File: src/rtl/axis_user_tagger_pkg.sv
// Shared definitions for the AXI4-Stream user tag injector: packet FSM
// encodings and a constant clog2 used to size the tag queue level.
package axis_user_tagger_pkg;

  typedef enum logic {
    ST_FIRST = 1'b0,  // next accepted beat starts a packet
    ST_BODY  = 1'b1   // inside a packet, beats reuse the bound tag
  } tag_state_e;

  // Ceiling log2, usable in parameter expressions.
  function automatic int clog2(input int value);
    int r;
    int v;
    r = 0;
    v = value - 1;
    while (v > 0) begin
      r = r + 1;
      v = v >> 1;
    end
    return r;
  endfunction

endpackage

File: src/rtl/axis_user_tagger_fifo.sv
// First-word-fall-through tag FIFO. Level and flags are registered, so a
// pushed entry becomes visible (and poppable) the cycle after the push.
// A push while full is accepted only when a pop happens in the same cycle.
module user_tag_fifo
  import axis_user_tagger_pkg::*;
#(
  parameter  int DEPTH = 4,
  parameter  int WIDTH = 4,
  localparam int AW    = clog2(DEPTH),
  localparam int LW    = AW + 1
) (
  input  logic             clk,
  input  logic             reset,
  input  logic             push,
  input  logic [WIDTH-1:0] push_data,
  input  logic             pop,
  output logic [WIDTH-1:0] pop_data,
  output logic [LW-1:0]    level,
  output logic             full,
  output logic             empty
);

  logic [WIDTH-1:0] mem [DEPTH];
  logic [AW-1:0]    wr_ptr;
  logic [AW-1:0]    rd_ptr;
  logic             do_push;
  logic             do_pop;

  assign do_pop   = pop & ~empty;
  assign do_push  = push & (~full | do_pop);
  assign pop_data = mem[rd_ptr];

  // Tag storage; contents are don't-care until written.
  always_ff @(posedge clk) begin
    if (do_push) mem[wr_ptr] <= push_data;
  end

  // Pointers, level and registered full/empty flags.
  always_ff @(posedge clk or posedge reset) begin
    if (reset) begin
      wr_ptr <= '0;
      rd_ptr <= '0;
      level  <= '0;
      full   <= 1'b0;
      empty  <= 1'b1;
    end else begin
      if (do_push) wr_ptr <= wr_ptr + AW'(1);
      if (do_pop)  rd_ptr <= rd_ptr + AW'(1);
      case ({do_push, do_pop})
        2'b10: begin
          level <= level + LW'(1);
          empty <= 1'b0;
          full  <= (level == LW'(DEPTH - 1));
        end
        2'b01: begin
          level <= level - LW'(1);
          full  <= 1'b0;
          empty <= (level == LW'(1));
        end
        default: ;
      endcase
    end
  end

endmodule

File: src/rtl/axis_user_tagger.sv
// AXI4-Stream user tag injector. Queued tags are bound one per packet at the
// first beat and driven on m0_tuser for every beat of that packet through a
// single registered output stage.
//
// Handshake: a beat transfers on a port in a cycle where tvalid and tready are
// both high at the rising edge; a source holds tvalid/tdata/tlast/tuser stable
// until that transfer, and tready may depend combinationally on tvalid state.
module axis_user_tagger
  import axis_user_tagger_pkg::*;
#(
  parameter  int DATA_WIDTH     = 32,
  parameter  int USER_WIDTH     = 4,
  parameter  int QUEUE_DEPTH    = 4,
  parameter  int STALL_ON_EMPTY = 0,
  parameter  int RESET_USER     = 0,
  parameter  int COUNT_WIDTH    = 16,
  localparam int LEVEL_WIDTH    = clog2(QUEUE_DEPTH) + 1
) (
  input  logic                   clk,
  input  logic                   reset,
  input  logic [USER_WIDTH-1:0]  next_user,
  input  logic                   next_user_write_enable,
  output logic [LEVEL_WIDTH-1:0] queue_level,
  output logic                   queue_full,
  output logic                   queue_empty,
  output logic                   overflow,
  input  logic                   overflow_clear,
  output logic [COUNT_WIDTH-1:0] packet_count,
  output logic                   s0_tready,
  input  logic                   s0_tvalid,
  input  logic [DATA_WIDTH-1:0]  s0_tdata,
  input  logic                   s0_tlast,
  input  logic                   m0_tready,
  output logic                   m0_tvalid,
  output logic [DATA_WIDTH-1:0]  m0_tdata,
  output logic                   m0_tlast,
  output logic [USER_WIDTH-1:0]  m0_tuser,
  output tag_state_e             state_dbg
);

  localparam bit                    STALL   = (STALL_ON_EMPTY != 0);
  localparam logic [USER_WIDTH-1:0] RST_TAG = USER_WIDTH'(RESET_USER);

  tag_state_e            state;
  tag_state_e            state_next;
  logic [USER_WIDTH-1:0] last_tag;
  logic [USER_WIDTH-1:0] cur_tag;
  logic [USER_WIDTH-1:0] head_tag;
  logic [USER_WIDTH-1:0] beat_tag;
  logic                  accept;
  logic                  pop;
  logic                  drop;

  assign state_dbg = state;

  // Upstream may advance when the output register is free or draining; in
  // stall mode a packet may not start until a tag is available.
  assign s0_tready = (~m0_tvalid | m0_tready) &
                     ~(STALL & (state == ST_FIRST) & queue_empty);
  assign accept    = s0_tvalid & s0_tready;
  assign pop       = accept & (state == ST_FIRST) & ~queue_empty;
  assign drop      = next_user_write_enable & queue_full & ~pop;

  user_tag_fifo #(
    .DEPTH (QUEUE_DEPTH),
    .WIDTH (USER_WIDTH)
  ) u_fifo (
    .clk       (clk),
    .reset     (reset),
    .push      (next_user_write_enable),
    .push_data (next_user),
    .pop       (pop),
    .pop_data  (head_tag),
    .level     (queue_level),
    .full      (queue_full),
    .empty     (queue_empty)
  );

  // Next-state and per-beat tag selection.
  always_comb begin
    state_next = state;
    beat_tag   = cur_tag;
    case (state)
      ST_FIRST: begin
        beat_tag = queue_empty ? last_tag : head_tag;
        if (accept) state_next = s0_tlast ? ST_FIRST : ST_BODY;
      end
      ST_BODY: begin
        if (accept && s0_tlast) state_next = ST_FIRST;
      end
      default: state_next = ST_FIRST;
    endcase
  end

  // Packet FSM state register.
  always_ff @(posedge clk or posedge reset) begin
    if (reset) state <= ST_FIRST;
    else       state <= state_next;
  end

  // Bind the tag at the first beat; last_tag feeds the empty-queue reuse path.
  always_ff @(posedge clk or posedge reset) begin
    if (reset) begin
      last_tag <= RST_TAG;
      cur_tag  <= RST_TAG;
    end else if (accept && (state == ST_FIRST)) begin
      last_tag <= beat_tag;
      cur_tag  <= beat_tag;
    end
  end

  // Output register stage; payload only changes when a new beat is loaded.
  always_ff @(posedge clk or posedge reset) begin
    if (reset) begin
      m0_tvalid <= 1'b0;
      m0_tdata  <= '0;
      m0_tlast  <= 1'b0;
      m0_tuser  <= RST_TAG;
    end else if (accept) begin
      m0_tvalid <= 1'b1;
      m0_tdata  <= s0_tdata;
      m0_tlast  <= s0_tlast;
      m0_tuser  <= beat_tag;
    end else if (m0_tready) begin
      m0_tvalid <= 1'b0;
    end
  end

  // Sticky overflow; a same-cycle drop wins over clear.
  always_ff @(posedge clk or posedge reset) begin
    if (reset)               overflow <= 1'b0;
    else if (drop)           overflow <= 1'b1;
    else if (overflow_clear) overflow <= 1'b0;
  end

  // Completed packets leaving m0, wrapping naturally.
  always_ff @(posedge clk or posedge reset) begin
    if (reset)                                packet_count <= '0;
    else if (m0_tvalid && m0_tready && m0_tlast) packet_count <= packet_count + COUNT_WIDTH'(1);
  end

endmodule

File: config.mk
export PLATFORM = sky130hd
export DESIGN_NAME = axis_user_tagger
export DESIGN_NICKNAME = d
export VERILOG_FILES = /design/src/rtl/axis_user_tagger_pkg.sv /design/src/rtl/axis_user_tagger_fifo.sv /design/src/rtl/axis_user_tagger.sv
export SDC_FILE = /design/constraint.sdc
export NUM_CORES = 1
export LEC_CHECK = 0
export BUFFER_PORTS_ARGS = -buffer_cell sky130_fd_sc_hd__buf_2
export CAP_MARGIN = 10
export CORE_MARGIN = 3
export CORE_UTILIZATION = 46
export DETAILED_ROUTE_END_ITERATION = 16
export MAX_ROUTING_LAYER = met4
export PLACE_DENSITY_LB_ADDON = 0.15
export SETUP_SLACK_MARGIN = 0.02
export SYNTH_ARGS = -nofsm -noshare
export SYNTH_HDL_FRONTEND = slang
export SYNTH_SLANG_ARGS = --single-unit
export TNS_END_PERCENT = 5
File: constraint.sdc
create_clock -name clk -period 1.9 [get_ports clk]
set_clock_uncertainty 0.15 [all_clocks]
set_input_delay 0 -clock clk [delete_from_list [all_inputs] [get_ports clk]]
set_output_delay 0 -clock clk [all_outputs]
set_load 0.02 [all_outputs]
# After elaboration in Yosys (flattened, before gate mapping)
# Memories as Yosys holds them, arrays and structs flattened.
# Cells that the tools add are included.
[word_totals]
wordCells = 59
regBits = 69
ram_bits = 16
mem_count = 1
[mem_list]
columns = ["memory", "words", "width", "read_ports", "rd_clocked_by_memory_dff", "wr", "line", "source"]
rows = [
  ["u_fifo.mem", 4, 4, 1, 0, 1, "axis_user_tagger_fifo.sv:23", "logic [WIDTH-1:0] mem [DEPTH];"],
]
[op_classes]
n_addsub = 5
muxes = 15
n_bitwise = 14
eq_ne = 4
reduce_logical = 7
[op_table]
columns = ["operator", "n"]
rows = [
  ["16-bit by 1-bit adder with 16-bit output, second input constant", 1],
  ["1-bit two-way mux", 9],
  ["4-bit two-way mux", 2],
  ["1-bit bitwise AND", 7],
  ["1-bit case mux with 2 select lines", 3],
  ["3-bit case mux with 2 select lines", 1],
  ["2-bit nonzero test", 3],
  ["1-bit inverter", 5],
  ["2-bit by 1-bit adder with 2-bit output, second input constant", 2],
  ["1-bit logical AND", 4],
  ["3-bit by 1-bit adder with 3-bit output, second input constant", 1],
  ["3-bit by 1-bit == test with 1-bit output, second input constant", 1],
  ["3-bit by 2-bit == test with 1-bit output, second input constant", 1],
  ["3-bit by 1-bit subtractor with 3-bit output, second input constant", 1],
  ["2-bit by 1-bit == test with 1-bit output, second input constant", 1],
  ["2-bit == test, second input constant", 1],
  ["1-bit OR", 2],
]

# Longest topological paths before layout
[logic_depth]
depth_word = 10
depth_mapped = 8

# Cells and area by module
# Synthesis repeated with hierarchy kept, for this count alone.
[hier_totals]
hier_cells = 313
area_unflattened_um2 = 3580.9
[modules_own_cells]
columns = ["module", "n_inst", "cells_each", "area_per_inst_um2"]
rows = [
  ["axis_user_tagger", 1, 237, 2422.3],
  ["user_tag_fifo", 1, 76, 1158.6],
]

# Least setup slack after synthesis
# Ideal clock, no wire load.
[synth_timing]
kind = "register to register"
from = "reg (tool-made name)"
to = "reg u_fifo.full"
path_slack_ps = -291
stages_incl_launch_ff = 9
arrival_ps = 1920
period_less_slack_ps = 2191
path_buffers = 1
t_required_ps = 1629
cell_sequence = "dfrtp_1 -> nor2_8 -> nand3_4 -> a21boi_4 -> inv_1 -> ha_1 -> clkbuf_1 -> nor2_1 -> a22o_1"
[synth_rtl]
columns = ["item", "line", "source"]
rows = [
  ["to (signal assigned)", "axis_user_tagger_fifo.sv:53", "full <= (level == LW'(DEPTH - 1));"],
  ["to (decl)", "axis_user_tagger_fifo.sv:19", "output logic full,"],
]

==> run_results.csv <==
group,metric,value,unit
clocking,clkLatencyLatePin,0.35,ns
setup_path,arrival,1.90,ns
timing,fin_tns_setup,0,ns
pwr,pwr-share-seq,44.4,%
synth,post-synth-top-area-cell,"dfrtp_1",
pwr,p_leak,2.47,nW
synth,synth_flop_cell,"dfrtp_1",
floorplan,die_x,94.1,um
timing,rsz0062_at_grt,"yes",
clocking,clk_pin_slew,0.09,ns
grt,grt_pass1_wl,12500,um
synth,synth_edf_count,16,
clocking,cts_buffers,9,
status,status,"finished, final reports clean",
synth,syn_nets,366,
pwr,power.clock.fraction,27.7,%
setup_path,critical_path_class,"flop to flop",
pwr,cellPowerDensity,1170,nW/um2
synth,postSynthAreaPerCell,11.4,um2
layout,final_cells,568,
setup_path,crit_fanout,6,
timing,finalSetupViolCount,0,
timing,worst_pin_slew,0.352,ns
grt,first_global_vias,2570,
timing,period_needed,1.83,ns
timing,hold_violations,0,
clocking,htree_levels,3,
floorplan,initial_core_util,48.2,%
floorplan,die_y,94.1,um
route,drtIter0Drc,94,
timing,fin_crit_sh,96.1,%
placed_design,finalWeightedCongestion,0.747,
timing,slew_headroom,76.5,%
layout,regArea,2210,um2
synth,synth_top_cell_area_share,47.6,%
synth,synth_cells,312,
placed_design,dp_cells,510,
grt,grt.total_usage,19.0,%
setup_path,cp-start-kind,"flop",
placed_design,hpwl,5110,um
route,detail-route-antenna-nets,0,
grt,grt_overflow_total,0,
route,drt-vias-per-instance,4.71,
synth,synth_seq_cells,85,
floorplan,core,7410,um2
clocking,cts_buffer_depth,2,
floorplan,ios,105,
pwr,intPower,3.96,mW
layout,num-nets-final,518,
route,vias,2678,
floorplan,die-area,8860,um2
synth,async_reset_ff_share,81.2,%
synth,ys_seq_area_share,61.8,%
synth,synth_area,3570,um2
layout,diodes,0,
route,avgRoutedWirePerCell,13.8,um
pwr,switching_share,31.5,%
route,drc,0,
job,cap_violations,0,
synth,synthTopCellsByCount,"nand2_1 (111), dfrtp_1 (68), edfxtp_1 (16), xnor2_1 (16)",
pwr,power,5.78,mW
route,dr.pass1.iters,4,
grt,grt_start_max_net_pins,70,
layout,nFillCells,581,
pwr,switchingPower,1.82,mW
layout,multi_input_area,1280,um2
timing,whs,0.186,ns
pwr,ir_drop,0.000938,V
route,wl,7840,um
layout,fin_util,66.5,%
clocking,root_buffer,"clkbuf_8",
layout,drive_above_1_share,31.8,%
layout,area_growth,37.9,%
clocking,cts_tree,"yes",
setup_path,end_kind,"flop",
clocking,cts.sinks,85,
synth,ys_warn_count,0,
grt,antenna_found_initial,0,
pwr,power_frac_comb,27.9,%
synth,synth.most_common_cell,"nand2_1",
timing,fmax,0.548,GHz
synth,synthTopCellsByArea,"dfrtp_1 (48%), edfxtp_1 (13%), nand2_1 (12%)",
worst_hold_path,hold_path.class,"primary input to asynchronous set/reset pin",
placed_design,io_buffer_count,104,
setup_path,required,1.97,ns
timing,slew_violations,0,
floorplan,row_count,31,
synth,ys_types,39,
## stage by stage
stage / cell area, um2 / setup slack, ns
global placement: 4250 / 0.119
global route: 4930 / 0.00179
floorplan: 3610 / -0.0406
CTS: 4920 / 0.0743
detailed placement: 4250 / 0.0826
finish: 4930 / 0.0736
## repair_timing
action                                 in CTS  in global routing
hold buffers                               42                  0
setup endpoints to repair                   0                  2
endpoints found under the hold margin     125                  0
buffers inserted                            0                  0
resized for setup                           0                  1
## worst paths after layout
check / start / to / slack [ns] / cells past startpoint
hold / removal: reset / m0_tdata[29]$_DFFE_PP0N_ / 0.19 / 4
min in group clk: s0_tdata[11] / m0_tdata[11]$_DFFE_PP0N_ / 0.23 / 4
max in group asynchronous: reset / u_fifo.empty$_DFFE_PP1P_ / 1.10 / 4
setup reg to reg: flop / overflow$_DFFE_PP0P_ / 0.07 / 4
hold reg to reg: packet_count[15]$_DFFE_PP0P_ / packet_count[15]$_DFFE_PP0P_ / 0.32 / 1
setup / recovery: flop / overflow$_DFFE_PP0P_ / 0.07 / 4
## worst max-delay path, stage by stage (launching register included)
cell and delay, ns:
dfrtp_2 0.45, nor2_8 0.16, nand3_4 0.12, a32o_1 0.27
dlygate4sd3_1 0.56
## kinds of logic (layout without fill, tap and decap cells)
group / Yosys count / after routing / share of synthesized area (%)
and+or+nand+nor: 148 / 148 / 18.6
DFF: 85 / 85 / 61.8
buffers and inverters: 21 / 178 / 2.77
xor gates and xnor gates: 19 / 19 / 4.66
AOI/OAI and AO/OA: 14 / 14 / 2.73
muxes: 14 / 14 / 5.53
adders and majority gates: 11 / 11 / 3.85
## metal layers
metal | global-route usage, % | up-vias | wire length [um]
met5 | - | - | 0
met4 | 7.22 | 0 | 148
met3 | 4.89 | 15 | 476
met2 | 29.7 | 93 | 3850
met1 | 23.8 | 1256 | 3370
li1 | - | 1314 | -
## cells in the final DEF (no fill, tap or decap), types with 2 or more instances in the layout
cell	Yosys	layout
mux2i_1	4	4
nand3_1	9	9
clkbuf_8	0	12
a21oi_1	5	5
nor3_2	1	2
buf_4	1	3
edfxtp_1	16	16
bufinv_16	0	3
dfrtp_2	0	2
buf_2	7	104
ha_1	11	9
mux4_2	4	4
dlygate4sd3_1	0	42
dfrtp_1	68	66
nor2_1	8	8
nand4_1	3	3
mux2_2	5	5
buf_12	0	2
xor2_1	3	3
o21ai_0	3	3
and2_1	6	6
nand2_1	111	111
xnor2_1	16	16
inv_1	11	9
## power by group through the flow
stage | Sequential (mW) | Clock (mW) | Combinational (mW)
6_report | 2.57 | 1.60 | 1.61
5_1_grt | 2.63 | 1.70 | 1.80
4_1_cts | 2.57 | 1.62 | 1.63
3_5_place_dp | 2.61 | 0 | 1.55
3_3_place_gp | 2.59 | 0 | 1.52
2_1_floorplan | 2.82 | 0 | 0.837
## layout make-up
class / instances / share of cell area, %
multi-input cells: 206 / 26.1
repair buffers: 151 / 20.4
flip-flops and latches: 85 / 44.9
well taps: 99 / 2.51
clock buffers: 13 / 3.43
inverters: 11 / 0.914
clock inverters: 3 / 1.83
## sequential cells by signal, indices dropped and copies added (netlist names), named ones only
signal / count
u_fifo.empty: 1
u_fifo.rd_ptr: 2
m0_tdata: 32
packet_count: 16
u_fifo.level: 3
u_fifo.wr_ptr: 2
cur_tag: 4
u_fifo.mem: 16
overflow: 1
m0_tlast: 1
m0_tuser: 4
m0_tvalid: 1
u_fifo.full: 1
Note: power is estimated with default switching activity, not from simulation.
